### config.mk
export PLATFORM = sky130hd
export DESIGN_NAME = rep3_serial_tx
export DESIGN_NICKNAME = d
export VERILOG_FILES = /design/src/rtl/rep3_pkg.sv /design/src/rtl/rep3_sym_timer.sv /design/src/rtl/rep3_serial_tx.sv
export SDC_FILE = /design/constraint.sdc
export NUM_CORES = 1
export LEC_CHECK = 0
export CAP_MARGIN = 40
export CORE_MARGIN = 8
export CORE_UTILIZATION = 53
export DETAILED_ROUTE_END_ITERATION = 16
export GPL_TIMING_DRIVEN = 1
export PLACE_DENSITY = 0.79
export SYNTH_ARGS = -nofsm -noshare
export SYNTH_HDL_FRONTEND = slang
export SYNTH_SLANG_ARGS = --single-unit
### constraint.sdc
create_clock -name clk -period 3.9 [get_ports clk]
set_input_delay 0.39 -clock clk [delete_from_list [all_inputs] [get_ports clk]]
set_output_delay 0.39 -clock clk [all_outputs]
set_load 0.1 [all_outputs]
### src/rtl/rep3_pkg.sv
// Shared definitions for the triple-repetition serial link (transmit and receive sides).
package rep3_pkg;

  typedef enum logic [1:0] {IDLE, SEND, DONE} state_t;

  localparam int REP_COUNT = 3;

  // Bits needed for a counter running 0..n-1, never less than one.
  function automatic int ctr_w(input int n);
    return (n <= 1) ? 1 : $clog2(n);
  endfunction

endpackage

### src/rtl/rep3_sym_timer.sv
// Symbol-hold and repetition counters for rep3_serial_tx.
// sym_last marks the final clock of a symbol; rep_last marks the final repetition of a bit.
module rep3_sym_timer
  import rep3_pkg::*;
#(
  parameter int CLKS_PER_SYM = 1
) (
  input  logic clk,
  input  logic rst,
  input  logic clr,
  input  logic en,
  output logic sym_last,
  output logic rep_last
);

  localparam int SYM_W = ctr_w(CLKS_PER_SYM);
  localparam int REP_W = ctr_w(REP_COUNT);

  logic [SYM_W-1:0] sym_cnt_q, sym_cnt_d;
  logic [REP_W-1:0] rep_cnt_q, rep_cnt_d;

  assign sym_last = (sym_cnt_q == SYM_W'(CLKS_PER_SYM - 1));
  assign rep_last = (rep_cnt_q == REP_W'(REP_COUNT - 1));

  always_comb begin
    sym_cnt_d = sym_cnt_q;
    rep_cnt_d = rep_cnt_q;
    if (clr) begin
      sym_cnt_d = '0;
      rep_cnt_d = '0;
    end else if (en) begin
      // Both counters wrap at their terminal value, so they sit at zero between frames.
      if (sym_last) begin
        sym_cnt_d = '0;
        rep_cnt_d = rep_last ? '0 : rep_cnt_q + REP_W'(1);
      end else begin
        sym_cnt_d = sym_cnt_q + SYM_W'(1);
      end
    end
  end

  always_ff @(posedge clk or posedge rst) begin
    if (rst) begin
      sym_cnt_q <= '0;
      rep_cnt_q <= '0;
    end else begin
      sym_cnt_q <= sym_cnt_d;
      rep_cnt_q <= rep_cnt_d;
    end
  end

endmodule

### src/rtl/rep3_serial_tx.sv
// Triple-repetition serial transmitter: word in over valid/ready, each bit sent MSB first three times.
// Defining REP3_TX_PARITY_EN appends a triple-repeated even-parity bit after the data bits.
module rep3_serial_tx
  import rep3_pkg::*;
#(
  parameter int DATA_W       = 8,
  parameter int CLKS_PER_SYM = 1
) (
  input  logic              clk,
  input  logic              rst,
  input  logic [DATA_W-1:0] in_data,
  input  logic              in_valid,
  output logic              in_ready,
  output logic              tx_sym,
  output logic              tx_frame,
  output logic              tx_first,
  output logic              done
);

`ifdef REP3_TX_PARITY_EN
  localparam int NBITS = DATA_W + 1;
`else
  localparam int NBITS = DATA_W;
`endif
  localparam int BIT_W = ctr_w(NBITS);

  state_t           state_q, state_d;
  logic [NBITS-1:0] shift_q, shift_d, shift_nx, load_w;
  logic [BIT_W-1:0] bit_cnt_q, bit_cnt_d;
  logic             in_ready_q, in_ready_d;
  logic             tx_sym_q, tx_sym_d;
  logic             tx_frame_q, tx_frame_d;
  logic             tx_first_q, tx_first_d;
  logic             done_q, done_d;
  logic             accept, sym_last, rep_last, bit_last;

`ifdef REP3_TX_PARITY_EN
  assign load_w = {in_data, ^in_data};
`else
  assign load_w = in_data;
`endif

  assign accept   = (state_q == IDLE) && in_valid && in_ready_q;
  assign bit_last = (bit_cnt_q == BIT_W'(NBITS - 1));
  assign shift_nx = shift_q << 1;

  rep3_sym_timer #(.CLKS_PER_SYM(CLKS_PER_SYM)) u_timer (
    .clk      (clk),
    .rst      (rst),
    .clr      (accept),
    .en       (state_q == SEND),
    .sym_last (sym_last),
    .rep_last (rep_last)
  );

  // Outputs are computed from the next state so the first symbol appears the cycle after acceptance.
  always_comb begin
    state_d    = state_q;
    shift_d    = shift_q;
    bit_cnt_d  = bit_cnt_q;
    in_ready_d = in_ready_q;
    tx_sym_d   = tx_sym_q;
    tx_frame_d = tx_frame_q;
    tx_first_d = tx_first_q;
    done_d     = 1'b0;
    case (state_q)
      IDLE: begin
        in_ready_d = 1'b1;
        tx_sym_d   = 1'b0;
        tx_frame_d = 1'b0;
        tx_first_d = 1'b0;
        if (accept) begin
          state_d    = SEND;
          shift_d    = load_w;
          bit_cnt_d  = '0;
          in_ready_d = 1'b0;
          tx_sym_d   = load_w[NBITS-1];
          tx_frame_d = 1'b1;
          tx_first_d = 1'b1;
        end
      end
      SEND: begin
        in_ready_d = 1'b0;
        if (sym_last) tx_first_d = 1'b0;
        if (sym_last && rep_last) begin
          if (bit_last) begin
            state_d    = DONE;
            bit_cnt_d  = '0;
            tx_sym_d   = 1'b0;
            tx_frame_d = 1'b0;
            done_d     = 1'b1;
          end else begin
            shift_d   = shift_nx;
            bit_cnt_d = bit_cnt_q + BIT_W'(1);
            tx_sym_d  = shift_nx[NBITS-1];
          end
        end
      end
      DONE: begin
        state_d    = IDLE;
        in_ready_d = 1'b1;
        tx_sym_d   = 1'b0;
        tx_frame_d = 1'b0;
        tx_first_d = 1'b0;
      end
      default: begin
        state_d    = IDLE;
        in_ready_d = 1'b0;
        tx_sym_d   = 1'b0;
        tx_frame_d = 1'b0;
        tx_first_d = 1'b0;
      end
    endcase
  end

  always_ff @(posedge clk or posedge rst) begin
    if (rst) begin
      state_q    <= IDLE;
      shift_q    <= '0;
      bit_cnt_q  <= '0;
      in_ready_q <= 1'b0;
      tx_sym_q   <= 1'b0;
      tx_frame_q <= 1'b0;
      tx_first_q <= 1'b0;
      done_q     <= 1'b0;
    end else begin
      state_q    <= state_d;
      shift_q    <= shift_d;
      bit_cnt_q  <= bit_cnt_d;
      in_ready_q <= in_ready_d;
      tx_sym_q   <= tx_sym_d;
      tx_frame_q <= tx_frame_d;
      tx_first_q <= tx_first_d;
      done_q     <= done_d;
    end
  end

  assign in_ready = in_ready_q;
  assign tx_sym   = tx_sym_q;
  assign tx_frame = tx_frame_q;
  assign tx_first = tx_first_q;
  assign done     = done_q;

endmodule
=== Yosys cells after proc, flatten, opt, wreduce, memory -nomap -nowiden ===
Index checks and enable logic that the tools add are counted.

* Add/subtract/negate cells: 3
* Muxes and demuxes: 34
* Reductions and logical operators: 11
* Bitwise operators: 1
* Equality and inequality tests: 10

{| class="wikitable"
|+ Operators with widths
! kind !! count
|-
| 2-to-1 mux 7 bit || 3
|-
| 2-to-1 mux 1 bit || 14
|-
| 2-to-1 mux 2 bit || 7
|-
| one-hot mux 7 bit (2 select lines) || 1
|-
| != test 2 bit (second input constant) || 6
|-
| 2-to-1 mux 3 bit || 3
|-
| one-hot mux 1 bit (2 select lines) || 4
|-
| one-hot mux 3 bit (2 select lines) || 1
|-
| AND reduction 3 bit || 2
|-
| == test 2 bit (second input constant) || 2
|-
| one-hot mux 2 bit (2 select lines) || 1
|-
| AND reduction 2 bit || 2
|-
| AND reduction 4 bit || 1
|-
| nonzero test 2 bit || 2
|-
| adder 3 x 1 -> 3 bit (second input constant) || 1
|-
| == test 3 bit (second input constant) || 1
|-
| logical AND 1 bit || 3
|-
| adder 2 x 1 -> 2 bit (second input constant) || 1
|-
| == test 2 x 1 -> 1 bit (second input constant) || 1
|-
| logical NOT 2 bit || 1
|-
| adder 1 bit (second input constant) || 1
|-
| inverter 1 bit || 1
|}

* Output and inout port bits: 5
* Register bits after elaboration: 20
* Logic and storage cells: 69
* Bits of input ports: 11

=== Depth between registers and ports, before layout ===
* Depth in word-level cells: 5
* Mapped depth: 5
* Mapped depth without buffers: 5

=== Modules after synthesis ===
Synthesis repeated with hierarchy kept, for this count alone.

* Cell total of the unflattened synthesis: 77
* Area total of the unflattened synthesis: 952.2 µm²

{| class="wikitable"
|+ Modules (own cells, without submodules)
! module !! cells an instance !! instances !! area each (µm²) !! sequential area each (µm²)
|-
| rep3_serial_tx || 65 || 1 || 838.3 || 425.4
|-
| rep3_sym_timer || 12 || 1 || 113.9 || 50.0
|}

=== Worst setup path after synthesis ===
No wires, ideal clock.

* Path kind: reg-to-reg
* From: register in_ready_q, in the netlist in_ready
* To: register shift_q[1]
* Cell stages (with the launch flop): 4
* Setup slack: 1.972 ns
* Required time: 3.775 ns
* Data arrival time: 1.803 ns
* Buffers on the path: 0
* Period minus slack after synthesis: 1.928 ns
* Setup time: 0.125 ns
* Cell sequence: dfrtp_1 nand4bb_4 a22oi_4 mux2_4

* Cells in the longest elaborated chain, start to end: 3

{| class="wikitable"
|+ RTL lines
! what !! RTL line !! source
|-
| start: declaration || rep3_serial_tx.sv:30 || <nowiki>logic in_ready_q, in_ready_d;</nowiki>
|-
| start signal: assignment || rep3_serial_tx.sv:130 || <nowiki>in_ready_q <= in_ready_d;</nowiki>
|-
| logical AND 1 bit || rep3_serial_tx.sv:43 || <nowiki>assign accept = (state_q == IDLE) && in_valid && in_ready_q;</nowiki>
|-
| != test 2 bit (no line) || - ||
|-
| AND reduction 4 bit (no line) || - ||
|-
| end signal: assignment || rep3_serial_tx.sv:128 || <nowiki>shift_q <= shift_d;</nowiki>
|-
| end: declaration || rep3_serial_tx.sv:28 || <nowiki>logic [NBITS-1:0] shift_q, shift_d, shift_nx, load_w;</nowiki>
|}

Every way passes these cells.
A chain may end at the register's enable or synchronous reset.

=== Worst setup path after layout ===
* From: register state_q[0]
* To: register shift_q[6]

* Cells in the longest elaborated chain, start to end: 5
* Elaborated cells between the ends (all ways): 10
* Those cells by class: eq/ne: 4; mux: 1; reduce/logical: 5

{| class="wikitable"
|+ RTL lines
! what !! RTL line !! source
|-
| start: declaration || rep3_serial_tx.sv:27 || <nowiki>state_t state_q, state_d;</nowiki>
|-
| start signal: assignment || rep3_serial_tx.sv:127 || <nowiki>state_q <= state_d;</nowiki>
|-
| logical NOT 2 bit || rep3_serial_tx.sv:43, rep3_serial_tx.sv:66 ||
|-
| logical AND 1 bit (2 in series) || rep3_serial_tx.sv:43 ||
|-
| != test 2 bit (no line) || - ||
|-
| AND reduction 4 bit (no line) || - ||
|}

Several ways; a longest one is shown, not always the timed one.

==> flow_summary.ini <==
[global_route]
met2_usage_pct = 17.5
grt-ovfl-total = 0
use_met1_pct = 14.4
grt_busiest_layer = met2
gr-usage-met3_pct = 4.42
grt_pass1_vias = 652
grt_max_degree = 20
grt_usage_pct = 12.1
grt_pass1_wl_um = 3090
antenna_found_initial = 0

[power_and_ir_drop]
power.share.combinational_pct = 52.8
irDropWorstVdd_v = 0.000448
p_seq_share_pct = 36.1
finalPower_mw = 0.926
power_switching_mw = 0.363
clkPwrFrac_pct = 11.1
p_int_mw = 0.562
p_leak_nw = 0.542
switching_share_pct = 39.3
p_per_area_nw_per_um2 = 760

[yosys]
synth_area_leaders = dfrtp_1 50%, mux2_4 14%, mux2_1 4.8%
avgSynthCellArea_um2 = 12.9
yosys.area.top_type_share_pct = 50.4
syn_nets = 86
seq_area_frac_synth_pct = 50.4
syn-instance-count = 73
ys_types = 27
yosysTopAreaCell = dfrtp_1
ys_ff_latch = 19
synth_area_um2 = 943
ys_warn_count = 0

[cts]
cts_buffers = 3
cts_tree = built
root_buffer = clkbuf_4
ctsResizeCount = 0
path_clk_slew_ns = 0.11
htree_levels = 1
clock_latency_ns = 0.31
clk_path_buf_depth = 2
holdBufCountCts = 0
cts.sinks = 19
post-cts-setup-buffers = 0

[timing]
hold_viol = 0
worst_pin_slew_ns = 0.749
setup_slack_ns = 1.98
max_freq_mhz = 521
rsz0062_at_grt = no
finalSetupViolations = 0
skew_ns = 0.00832
fin_setup_tns_ns = 0
slew_headroom_pct = 50.0
fin_crit_ns = 1.92
timing.final.crit_share_pct = 49.2
maxSlewViolCount = 0

[setup_path]
cp_data_arrival_time_ns = 2.12
critPathMaxFanout = 9
cp-startpoint = state_q[0]
end_kind = register
reg2reg_depth = 3
worstPathRequired_ns = 4.10
rrSetupSlack_ns = 1.98
critPathLaunchType = register
worstSetupEndpoint = shift_q[6]
worst_r2r_endpoint = shift_q[6]
criticalPathCategory = reg2reg
r2r_start = state_q[0]

[route]
drt_iter0_drc = 5
drc = 0
wl_per_cell_um = 14.2
vias = 632
viasPerCell = 5.27
drtAntennaViolNets = 0
wirelength_um = 1700
first_pass_iters = 2

[final_layout]
multiInputGateArea_um2 = 444
drive_above_1_share_pct = 25.3
regArea_um2 = 475
syn2layout_area_growth_pct = 29.0
final_cells = 120
nets = 109
fin_util_pct = 71.3
diodes = 0
final.fill_count = 137

[flow_run]
drv_cap = 0

[hold_path]
min_path_type = in2async

[die]
dieWidth_um = 58.2
io-pin-count = 16
die_y_um = 58.2
core_um2 = 1710
num_rows = 15
initial_core_util_pct = 55.2
dieArea_um2 = 3390

[status]
status = finished clean

[placed_design]
place_inst = 116
place.gp.congestion = 0.732
place_hpwl_um = 1230
numPortBuffers = 15
preCtsSetupSlack_ns = 1.99
[registers in the layout, indices dropped and copies added (netlist names)]
| signal | cells |
|---|---|
| shift_q | 7 |
| bit_cnt_q | 3 |
| state_q | 2 |
| u_timer.rep_cnt_q | 2 |
| done | 1 |
| in_ready | 1 |
| tx_first | 1 |
| tx_frame | 1 |
| tx_sym | 1 |
[power by group through the flow]
stage                     clock, mW  sequential [mW]  combinational (mW)
after detailed placement          0            0.335               0.496
after CTS                     0.108            0.333               0.497
final                         0.103            0.334               0.489
after floorplan                   0            0.422               0.280
after global placement            0            0.333               0.438
after global routing          0.117            0.342               0.530
[layout by cell type, fill, tap and decap left out, drive strengths merged]
cell	Yosys	final
mux2i	1	1
nor2	3	3
clkdlybuf4s50	0	15
nor3	1	1
nand4bb	2	2
nor2b	2	2
a21oi	3	3
nand3	2	2
nand2	7	7
nand2b	2	2
a31o	1	1
nor3b	2	2
ha	2	2
buf	2	5
o21ai	3	3
inv	3	3
clkinvlp	0	1
or3	1	1
mux2	13	13
a21o	1	1
nand3b	1	1
clkbuf	0	3
a211oi	1	1
a22oi	1	1
dfrtp	19	19
[worst max-delay path: stages (launching register included)]
cell and delay [ns]:
dfrtp_1 0.51, nor2b_1 0.66, mux2_1 0.38, mux2_4 0.26
[logic make-up (layout without fill, tap and decap cells)]
logic type / Yosys count / in the layout / synth area share (%)
compound gates: 10 / 10 / 8.36
fa+ha+maj: 2 / 2 / 2.65
flops: 19 / 19 / 50.4
mux: 14 / 14 / 20.2
buf+inv: 5 / 27 / 2.52
simple gates: 23 / 23 / 15.9
[cells in the mapped netlist]
cell       number
mux2_4          9
a21oi_1         2
mux2i_1         1
nor3_1          1
nor2b_1         2
nand4bb_2       1
a21o_1          1
ha_1            2
or3_1           1
nand3_1         2
buf_4           1
nor2_1          3
a22oi_4         1
a31o_2          1
inv_1           2
nand3b_1        1
dfrtp_1        19
nand2b_1        2
a211oi_1        1
mux2_1          4
o21ai_0         3
inv_2           1
nand2_1         7
buf_2           1
a21oi_2         1
nand4bb_4       1
nor3b_1         2
[worst min path at each step]
stage                             from           end  slack [ns]  cells after the start
after floorplan                    rst  bit_cnt_q[0]        0.34                      1
after global placement    bit_cnt_q[1]  bit_cnt_q[1]        0.49                      2
after detailed placement    shift_q[4]    shift_q[4]        0.49                      1
after CTS                          rst    shift_q[3]        0.49                      2
after global routing               rst    shift_q[2]        0.53                      2
final                              rst    shift_q[2]        0.48                      2
[layer usage]
metal / up-vias / share of wire [%]
met4: 0 / 2.9
met3: 4 / 3.8
li1: 301 / -
met2: 10 / 47
met1: 317 / 46
met5: - / 0
[per-stage QoR]
stage                     instance area (um2)  hold WS (ns)
after floorplan                           943         0.341
after global placement                   1110         0.492
after detailed placement                 1190         0.493
after CTS                                1220         0.494
after global routing                     1220         0.531
final                                    1220         0.478
[area by class of cell]
cell class	count	share of cell area [%]
clock inverter	1	0.617
tap	25	2.57
sequential	19	39.1
timing repair buffer	20	18.5
multi-input combinational	49	36.5
inverter	3	0.925
clock buffer	3	1.85
No activity file was read; power rests on OpenSTA's default activity.
